## src/rtl/uart_pkg.sv

```systemverilog
// ============================================================================
//  Module   : uart_pkg
//  Purpose  : Shared types and constants for the UART receive path.
//  Revision : 1.0 - initial release
// ============================================================================
`default_nettype none

package uart_pkg;

    typedef enum logic [2:0] {
        IDLE      = 3'd0,
        START     = 3'd1,
        DATA      = 3'd2,
        PARITY    = 3'd3,
        STOP      = 3'd4,
        WAIT_IDLE = 3'd5
    } rx_state_t;

    localparam logic RX_IDLE_LEVEL      = 1'b1;
    localparam int   DEFAULT_OVERSAMPLE = 16;
    localparam int   DEFAULT_CLK_DIV    = 27;

endpackage : uart_pkg

`default_nettype wire

```

## src/rtl/uart_tick_gen.sv

```systemverilog
// ============================================================================
//  Module   : uart_tick_gen
//  Purpose  : Divides clk down to the oversample tick; phase-resettable.
//  Revision : 1.0 - initial release
// ============================================================================
`default_nettype none

module uart_tick_gen #(
    parameter int CLK_DIV = 27
) (
    input  logic clk,
    input  logic reset,
    input  logic clear,
    input  logic hold_value,
    output logic tick
);

    localparam int              CNT_W    = (CLK_DIV > 1) ? $clog2(CLK_DIV) : 1;
    localparam logic [CNT_W-1:0] CNT_LAST = CNT_W'(CLK_DIV - 1);

    logic [CNT_W-1:0] cnt_q;
    logic [CNT_W-1:0] cnt_d;

    // Clear wins over hold so the phase always restarts from the start edge.
    always_comb begin
        cnt_d = cnt_q;
        tick  = 1'b0;
        if (clear) begin
            cnt_d = '0;
        end else if (!hold_value) begin
            if (cnt_q == CNT_LAST) begin
                tick  = 1'b1;
                cnt_d = '0;
            end else begin
                cnt_d = cnt_q + 1'b1;
            end
        end
    end

    always_ff @(posedge clk) begin
        if (reset) begin
            cnt_q <= '0;
        end else begin
            cnt_q <= cnt_d;
        end
    end

endmodule : uart_tick_gen

`default_nettype wire

```

## src/rtl/uart_rx_deserializer.sv

```systemverilog
// ============================================================================
//  Module   : uart_rx_deserializer
//  Purpose  : Oversampling UART receiver with valid/ready output buffer.
//             Optional parity stage enabled by defining UART_RX_PARITY_EN.
//  Revision : 1.0 - initial release
// ============================================================================
`default_nettype none

module uart_rx_deserializer
    import uart_pkg::*;
#(
    parameter int DATA_WIDTH = 8,
    parameter int OVERSAMPLE = DEFAULT_OVERSAMPLE,
    parameter int CLK_DIV    = DEFAULT_CLK_DIV
) (
    input  logic                  clk,
    input  logic                  reset,
    input  logic                  rx,
    input  logic                  hold_value,
    output logic [DATA_WIDTH-1:0] data_out,
    output logic                  data_valid,
    input  logic                  data_ready,
    output logic                  frame_err,
    output logic                  overrun,
`ifdef UART_RX_PARITY_EN
    input  logic                  parity_odd,
    output logic                  parity_err,
`endif
    output logic                  busy
);

    localparam int               OS_W         = $clog2(OVERSAMPLE);
    localparam int               BC_W         = $clog2(DATA_WIDTH);
    localparam logic [OS_W-1:0]  OS_LAST      = OS_W'(OVERSAMPLE - 1);
    localparam logic [OS_W-1:0]  OS_HALF_LAST = OS_W'(OVERSAMPLE / 2 - 1);
    localparam logic [BC_W-1:0]  BC_LAST      = BC_W'(DATA_WIDTH - 1);

    logic                  sync1_q, sync2_q;
    logic                  rx_s;
    rx_state_t             state_q, state_d;
    logic [OS_W-1:0]       os_cnt_q, os_cnt_d;
    logic [BC_W-1:0]       bit_cnt_q, bit_cnt_d;
    logic [DATA_WIDTH-1:0] shift_q, shift_d;
    logic [DATA_WIDTH-1:0] data_out_q, data_out_d;
    logic                  data_valid_q, data_valid_d;
    logic                  frame_err_q, frame_err_d;
    logic                  overrun_q, overrun_d;
`ifdef UART_RX_PARITY_EN
    logic                  par_bad_q, par_bad_d;
    logic                  parity_err_q, parity_err_d;
`endif

    logic tick;
    logic tick_clear;
    logic os_wrap;
    logic mid_start;
    logic last_bit;

    assign rx_s       = sync2_q;
    assign tick_clear = (state_q == IDLE);
    assign os_wrap    = tick && (os_cnt_q == OS_LAST);
    assign mid_start  = tick && (os_cnt_q == OS_HALF_LAST);
    assign last_bit   = (bit_cnt_q == BC_LAST);

    uart_tick_gen #(
        .CLK_DIV    (CLK_DIV)
    ) u_tick_gen (
        .clk        (clk),
        .reset      (reset),
        .clear      (tick_clear),
        .hold_value (hold_value),
        .tick       (tick)
    );

    always_ff @(posedge clk) begin
        if (reset) begin
            state_q <= IDLE;
        end else begin
            state_q <= state_d;
        end
    end

    always_comb begin
        state_d = state_q;
        if (!hold_value) begin
            case (state_q)
                IDLE:      if (rx_s != RX_IDLE_LEVEL) state_d = START;
                START:     if (mid_start) state_d = (rx_s == RX_IDLE_LEVEL) ? IDLE : DATA;
`ifdef UART_RX_PARITY_EN
                DATA:      if (os_wrap && last_bit) state_d = PARITY;
`else
                DATA:      if (os_wrap && last_bit) state_d = STOP;
`endif
                PARITY:    if (os_wrap) state_d = STOP;
                STOP:      if (os_wrap) state_d = (rx_s == RX_IDLE_LEVEL) ? IDLE : WAIT_IDLE;
                WAIT_IDLE: if (rx_s == RX_IDLE_LEVEL) state_d = IDLE;
                default:   state_d = IDLE;
            endcase
        end
    end

    // The output handshake keeps running during hold; everything else freezes.
    always_comb begin
        os_cnt_d     = os_cnt_q;
        bit_cnt_d    = bit_cnt_q;
        shift_d      = shift_q;
        data_out_d   = data_out_q;
        data_valid_d = data_valid_q && !data_ready;
        frame_err_d  = 1'b0;
        overrun_d    = 1'b0;
`ifdef UART_RX_PARITY_EN
        par_bad_d    = par_bad_q;
        parity_err_d = 1'b0;
`endif
        if (!hold_value) begin
            case (state_q)
                IDLE, WAIT_IDLE: begin
                    os_cnt_d  = '0;
                    bit_cnt_d = '0;
                end
                START: begin
                    if (tick) os_cnt_d = mid_start ? '0 : os_cnt_q + 1'b1;
                end
                DATA: begin
                    if (os_wrap) begin
                        os_cnt_d  = '0;
                        shift_d   = {rx_s, shift_q[DATA_WIDTH-1:1]};
                        bit_cnt_d = last_bit ? '0 : bit_cnt_q + 1'b1;
                    end else if (tick) begin
                        os_cnt_d  = os_cnt_q + 1'b1;
                    end
                end
                PARITY: begin
                    if (tick) os_cnt_d = os_wrap ? '0 : os_cnt_q + 1'b1;
`ifdef UART_RX_PARITY_EN
                    if (os_wrap) par_bad_d = ((rx_s ^ (^shift_q)) != parity_odd);
`endif
                end
                STOP: begin
                    if (tick) os_cnt_d = os_wrap ? '0 : os_cnt_q + 1'b1;
                    if (os_wrap) begin
                        if (rx_s == RX_IDLE_LEVEL) begin
                            if (!data_valid_q || data_ready) begin
                                data_out_d   = shift_q;
                                data_valid_d = 1'b1;
                            end else begin
                                overrun_d    = 1'b1;
                            end
                        end else begin
                            frame_err_d = 1'b1;
                        end
`ifdef UART_RX_PARITY_EN
                        // Report parity together with the word it belongs to.
                        parity_err_d = par_bad_q;
                        par_bad_d    = 1'b0;
`endif
                    end
                end
                default: ;
            endcase
        end
    end

    always_ff @(posedge clk) begin
        if (reset) begin
            sync1_q      <= RX_IDLE_LEVEL;
            sync2_q      <= RX_IDLE_LEVEL;
            os_cnt_q     <= '0;
            bit_cnt_q    <= '0;
            shift_q      <= '0;
            data_out_q   <= '0;
            data_valid_q <= 1'b0;
            frame_err_q  <= 1'b0;
            overrun_q    <= 1'b0;
`ifdef UART_RX_PARITY_EN
            par_bad_q    <= 1'b0;
            parity_err_q <= 1'b0;
`endif
        end else begin
            sync1_q      <= rx;
            sync2_q      <= sync1_q;
            os_cnt_q     <= os_cnt_d;
            bit_cnt_q    <= bit_cnt_d;
            shift_q      <= shift_d;
            data_out_q   <= data_out_d;
            data_valid_q <= data_valid_d;
            frame_err_q  <= frame_err_d;
            overrun_q    <= overrun_d;
`ifdef UART_RX_PARITY_EN
            par_bad_q    <= par_bad_d;
            parity_err_q <= parity_err_d;
`endif
        end
    end

    assign data_out   = data_out_q;
    assign data_valid = data_valid_q;
    assign frame_err  = frame_err_q;
    assign overrun    = overrun_q;
    assign busy       = (state_q != IDLE);
`ifdef UART_RX_PARITY_EN
    assign parity_err = parity_err_q;
`endif

endmodule : uart_rx_deserializer

`default_nettype wire

```

## config.mk

```make
export PLATFORM = sky130hd
export DESIGN_NAME = uart_rx_deserializer
export DESIGN_NICKNAME = d
export VERILOG_FILES = /design/src/rtl/uart_pkg.sv /design/src/rtl/uart_tick_gen.sv /design/src/rtl/uart_rx_deserializer.sv
export SDC_FILE = /design/constraint.sdc
export NUM_CORES = 1
export LEC_CHECK = 0
export CAP_MARGIN = 20
export CORE_MARGIN = 4
export CORE_UTILIZATION = 50
export DETAILED_ROUTE_END_ITERATION = 8
export MAX_ROUTING_LAYER = met4
export PLACE_DENSITY = 0.72
export REMOVE_ABC_BUFFERS = 1
export SLEW_MARGIN = 20
export SYNTH_ARGS = -nofsm -noshare
export SYNTH_HDL_FRONTEND = slang
export SYNTH_SLANG_ARGS = --single-unit
```

## constraint.sdc

```tcl
create_clock -name clk -period 5.05 [get_ports clk]
set_input_delay 1.01 -clock clk [delete_from_list [all_inputs] [get_ports clk]]
set_output_delay 1.01 -clock clk [all_outputs]
set_load 0.05 [all_outputs]
```

# --- Word-level counts from Yosys, hierarchy flattened ---
# Cells that the tools add are included.
op_classes:
  n_reduce_logical: 21
  div: 0
  mul: 0
  order_cmp: 0
  eq_ne: 19
  addsub: 3
  n_shift: 0
  muxes: 30
  bitwise_logic: 4
op_table:
  columns: ["cell", "n"]
  rows:
  - ["$mux 3", 9]
  - ["$mux 4", 6]
  - ["$pmux 3 s6", 1]
  - ["$ne 2x2->1 const B", 8]
  - ["$pmux 4 s4", 1]
  - ["$mux 1", 10]
  - ["$reduce_and 5->1", 2]
  - ["$eq 3x3->1 const B", 3]
  - ["$reduce_and 7->1", 1]
  - ["$eq 3x2->1 const B", 2]
  - ["$pmux 3 s2", 1]
  - ["$reduce_and 3->1", 2]
  - ["$reduce_or 2->1", 3]
  - ["$add 5x1->5 const B", 1]
  - ["$eq 5x5->1 const B", 1]
  - ["$mux 5", 1]
  - ["$reduce_or 5->1", 1]
  - ["$add 4x1->4 const B", 1]
  - ["$eq 4x3->1 const B", 1]
  - ["$eq 4x4->1 const B", 1]
  - ["$logic_and 1x1->1", 4]
  - ["$not 1->1", 4]
  - ["$reduce_bool 4->1", 1]
  - ["$reduce_or 4->1", 1]
  - ["10 further kinds", 11]
word_totals:
  regBits: 36
  ramBits: 0
  in_bits: 5
  wordCells: 88
  n_memories: 0
  mem_bits_ro: 0
  latch_bits: 0

# --- Depth between registers and ports, before layout ---
depth:
  depth_word: 8
  ltp_mapped: 7
  mapped_depth_nobuf: 7

# --- By module ---
# A second synthesis with hierarchy kept.
hier_totals:
  cells_unflattened: 185
  area_unflattened_um2: 1731.7
modules_own_cells:
  columns: ["mod", "seq_area_each_um2", "cells_each", "n_inst", "area_per_inst_um2"]
  rows:
  - ["uart_rx_deserializer", 620.6, 159, 1, 1480.2]
  - ["uart_tick_gen", 100.1, 26, 1, 251.5]

# --- Least setup slack after synthesis ---
# No wires, ideal clock.
synth_path:
  path_type: "in2reg"
  startpoint: "input port hold_value"
  endpoint: "register shift_q[0]"
  required_ps: 4922
  arrival_ps: 2068
  stages: 4
  slack_ps: 2854
  setup_ps: 128
  cell_sequence: "or3_4 nor3_4 mux2i_1 nor2_1"
synth_via:
  elab_chain_len: 4
  word_cells_on_any_way: 5
  cone_classes: "mux (2); bitwise (1); reduce/logical (2)"
synth_lines:
  columns: ["item", "line", "rtl"]
  rows:
  - ["start: declaration", "uart_rx_deserializer.sv:19", "input logic hold_value,"]
  - ["$mux 1", "uart_tick_gen.sv:30", "end else if (!hold_value) begin"]
  - ["$mux 1", "uart_tick_gen.sv:28", "if (clear) begin"]
  - ["$logic_and 1x1->1", "uart_rx_deserializer.sv:61", "assign os_wrap = tick && (os_cnt_q == OS_LAST);"]
  - ["$reduce_and 3->1 (no source line) *", null, null]
  - ["end signal: assignment", "uart_rx_deserializer.sv:184", "shift_q <= shift_d;"]
  - ["end: declaration", "uart_rx_deserializer.sv:43", "logic [DATA_WIDTH-1:0] shift_q, shift_d;"]
# Mark *: on every way between the ends. The rest lies on a longest branch, timed or not.
# A chain may end at the register's enable or synchronous reset.

# --- Final worst setup path ---
layout_path:
  startpoint: "register state_q[0]"
  endpoint: "output port busy"
layout_via:
  elab_chain_len: 1
layout_lines:
  columns: ["item", "line", "rtl"]
  rows:
  - ["start: declaration", "uart_rx_deserializer.sv:40", "rx_state_t state_q, state_d;"]
  - ["start signal: assignment", "uart_rx_deserializer.sv:79", "state_q <= state_d;"]
  - ["$reduce_bool 3->1", "uart_rx_deserializer.sv:200", "assign busy = (state_q != IDLE);"]
  - ["end: declaration", "uart_rx_deserializer.sv:29", "output logic busy"]
# Every way passes these cells.

==> impl_metrics.tcl <==
set metrics [dict create \
    post_cts_resize_count 0 \
    clock_path_buffers 2 \
    rows 20 \
    synth_seq_area_share_pct 44.5 \
    wl_mm 3.09 \
    drc 0 \
    antenna_found_initial 0 \
    netlist_instances 174 \
    netlist_area_sq_mm 0.00162 \
    criticalPathCategory "flip-flop to output pin" \
    drive_above_1_share_pct 7.85 \
    power_uw 509 \
    power_leakage_uw 0.000659 \
    cts_hold_buf 0 \
    rsz0062_at_grt "no" \
    reg2reg_setup_slack_ns 2.96 \
    synthFlopType "dfxtp_1" \
    ys_seq_elements 36 \
    track_usage_pct 17.6 \
    worst-path-max-fanout 14 \
    cp.required_ns 4.04 \
    fin_setup_tns_ns 0 \
    multi_input_area_sq_um 852 \
    status "completed" \
    mostFrequentLayoutCells "dfxtp_1, nor2_1, mux2i_1, clkdlybuf4s50_1, a21oi_1" \
    start_util_pct 52.6 \
    final_common_cell "dfxtp_1" \
    detail_route.iter0.violations 57 \
    fill_cells 279 \
    dieArea_sq_mm 0.00421 \
    grt_max_degree 31 \
    core_area_sq_mm 0.00308 \
    numCtsBuffers 5 \
    htreeDepth 2 \
    wire_per_inst_um 13.1 \
    grt.overflow.total 0 \
    hold_viol 0 \
    die_h_um 64.9 \
    areaGrowthSynthToFinish_pct 15.9 \
    period_needed_ns 3.03 \
    ios 17 \
    num_vias 1305 \
    ir_drop_mv 0.246 \
    crit_arrival_ns 2.02 \
    fmax_ghz 0.330 \
    post_cts_buffers 0 \
    ctsRootBufferMaster "clkbuf_4" \
    clk_pin_slew_ns 0.11 \
    grt_first_pass_wirelength_mm 5.68 \
    dpl.hpwl_mm 2.20 \
    drv_slew 0 \
    timing.final.crit_share_pct 59.9 \
    cts_tree "built" \
    port_buffers 16 \
    antenna_left 0 \
    max_slew_margin_pct 33.0 \
    fin_ws_ns 2.02 \
    layout.nets 200 \
    place_congestion 0.869 \
    dp_slack_ns 1.90 \
    power_density_mw_per_mm2 271 \
    setup_viol 0 \
    synth-async-reset-ratio_pct 0 \
    grt_pass1_vias 1342 \
    regArea_sq_um 721 \
    via_per_inst 5.55 \
    firstDrtPassIters 4 \
    maxCapViolations 0 \
    clock_latency_ns 0.34 \
    fin_skew_ns 0.00834 \
    synth_edf_count 0 \
    critPathLaunchType "flip-flop" \
    avgSynthCellArea_sq_um 9.30 \
    yosys_warnings 0 \
    clkSinkCount 36 \
    diodes 0 \
    ys_top_cells_by_area "dfxtp_1, mux2i_1, nor2_1" \
    yosysTopAreaCellShare_pct 44.5 \
    yosys.area.top_type "dfxtp_1" \
    min_path_type "flip-flop to flip-flop" \
    cp-end-kind "output pin" \
    tightestPinTransition_ns 1.00 \
    die_x_um 64.9 \
    ys_types 39 \
]
==> critical path: stages (launching register included) <==
cell	delay [ns]
dfxtp_1	0.63
or3_1	0.23
clkdlybuf4s50_1	0.81
==> layer usage <==
metal	global-route usage [%]	wire [um]	vias to the layer above
met3	5.55	147	7
met2	30.0	1520	34
li1	-	-	649
met5	-	0	-
met1	19.0	1370	615
met4	6.86	49	0
==> cell usage after synthesis (all sizes together), types with 3 or more instances <==
master	instances
mux2i	16
nand2b	6
nor2	32
nand3	7
nand3b	3
o21ai	4
a21oi	9
ha	5
nor2b	3
nor3	4
buf	3
xor2	3
or3	3
clkbuf	4
dfxtp	36
nand2	8
nand4	3
==> state kept, by name, summed over array words and instances, names as in the netlist <==
register and flops:
data_out 8, shift_q 8, u_tick_gen.cnt_q 5, os_cnt_q 4
bit_cnt_q 3, state_q 3, data_valid 1, frame_err 1
overrun 1, rx_s 1, sync1_q 1
==> worst paths after layout <==
check	depth (start not counted)	end	startpoint
setup / recovery	2	busy	state_q[0]$_SDFFE_PP0P_
hold reg to reg	1	rx_s$_SDFF_PP1_	sync1_q$_SDFF_PP1_
hold / removal	1	rx_s$_SDFF_PP1_	sync1_q$_SDFF_PP1_
setup reg to reg	6	data_out[5]$_SDFFE_PP0P_	u_tick_gen.cnt_q[1]$_SDFFE_PP0N_
==> stage by stage <==
step / hold WS, ns / util, % / instances / instance area, sq um
2_1_floorplan: 0.389 / - / 167 / 1580
3_3_place_gp: 0.394 / 58.3 / 227 / 1800
3_5_place_dp: 0.398 / 58.3 / 227 / 1800
4_1_cts: 0.423 / 60.9 / 235 / 1880
5_1_grt: 0.452 / 60.9 / 235 / 1880
6_report: 0.419 / 60.9 / 235 / 1880
==> kinds of logic (layout without fill, tap and decap cells) <==
kind of cell	after synthesis	in the layout	share of synthesized area, %
AO/OA/AOI/OAI	21	21	8.12
XOR/XNOR	5	5	2.71
adder cells (fa/ha/maj)	5	5	3.87
buffers and inverters	9	26	2.78
flip-flops	36	36	44.5
multiplexers	16	16	9.90
AND/OR/NAND/NOR	82	82	28.1
==> where the power goes <==
group          internal [uW]  switching (uW)  leakage (uW)
combinational           7.75            13.4      0.000327
sequential               285            1.94      0.000290
clock                    103            97.7     0.0000412
total                    396             113      0.000659
==> cell type report <==
type | instances | share of cell area (%)
multi-input combinational | 129 | 45.4
sequential | 36 | 38.4
timing repair buffer | 16 | 8.54
clock inverter | 3 | 2.27
tap | 44 | 2.94
clock buffer | 5 | 2.00
inverter | 2 | 0.400
(Power assumes the default switching activity.)
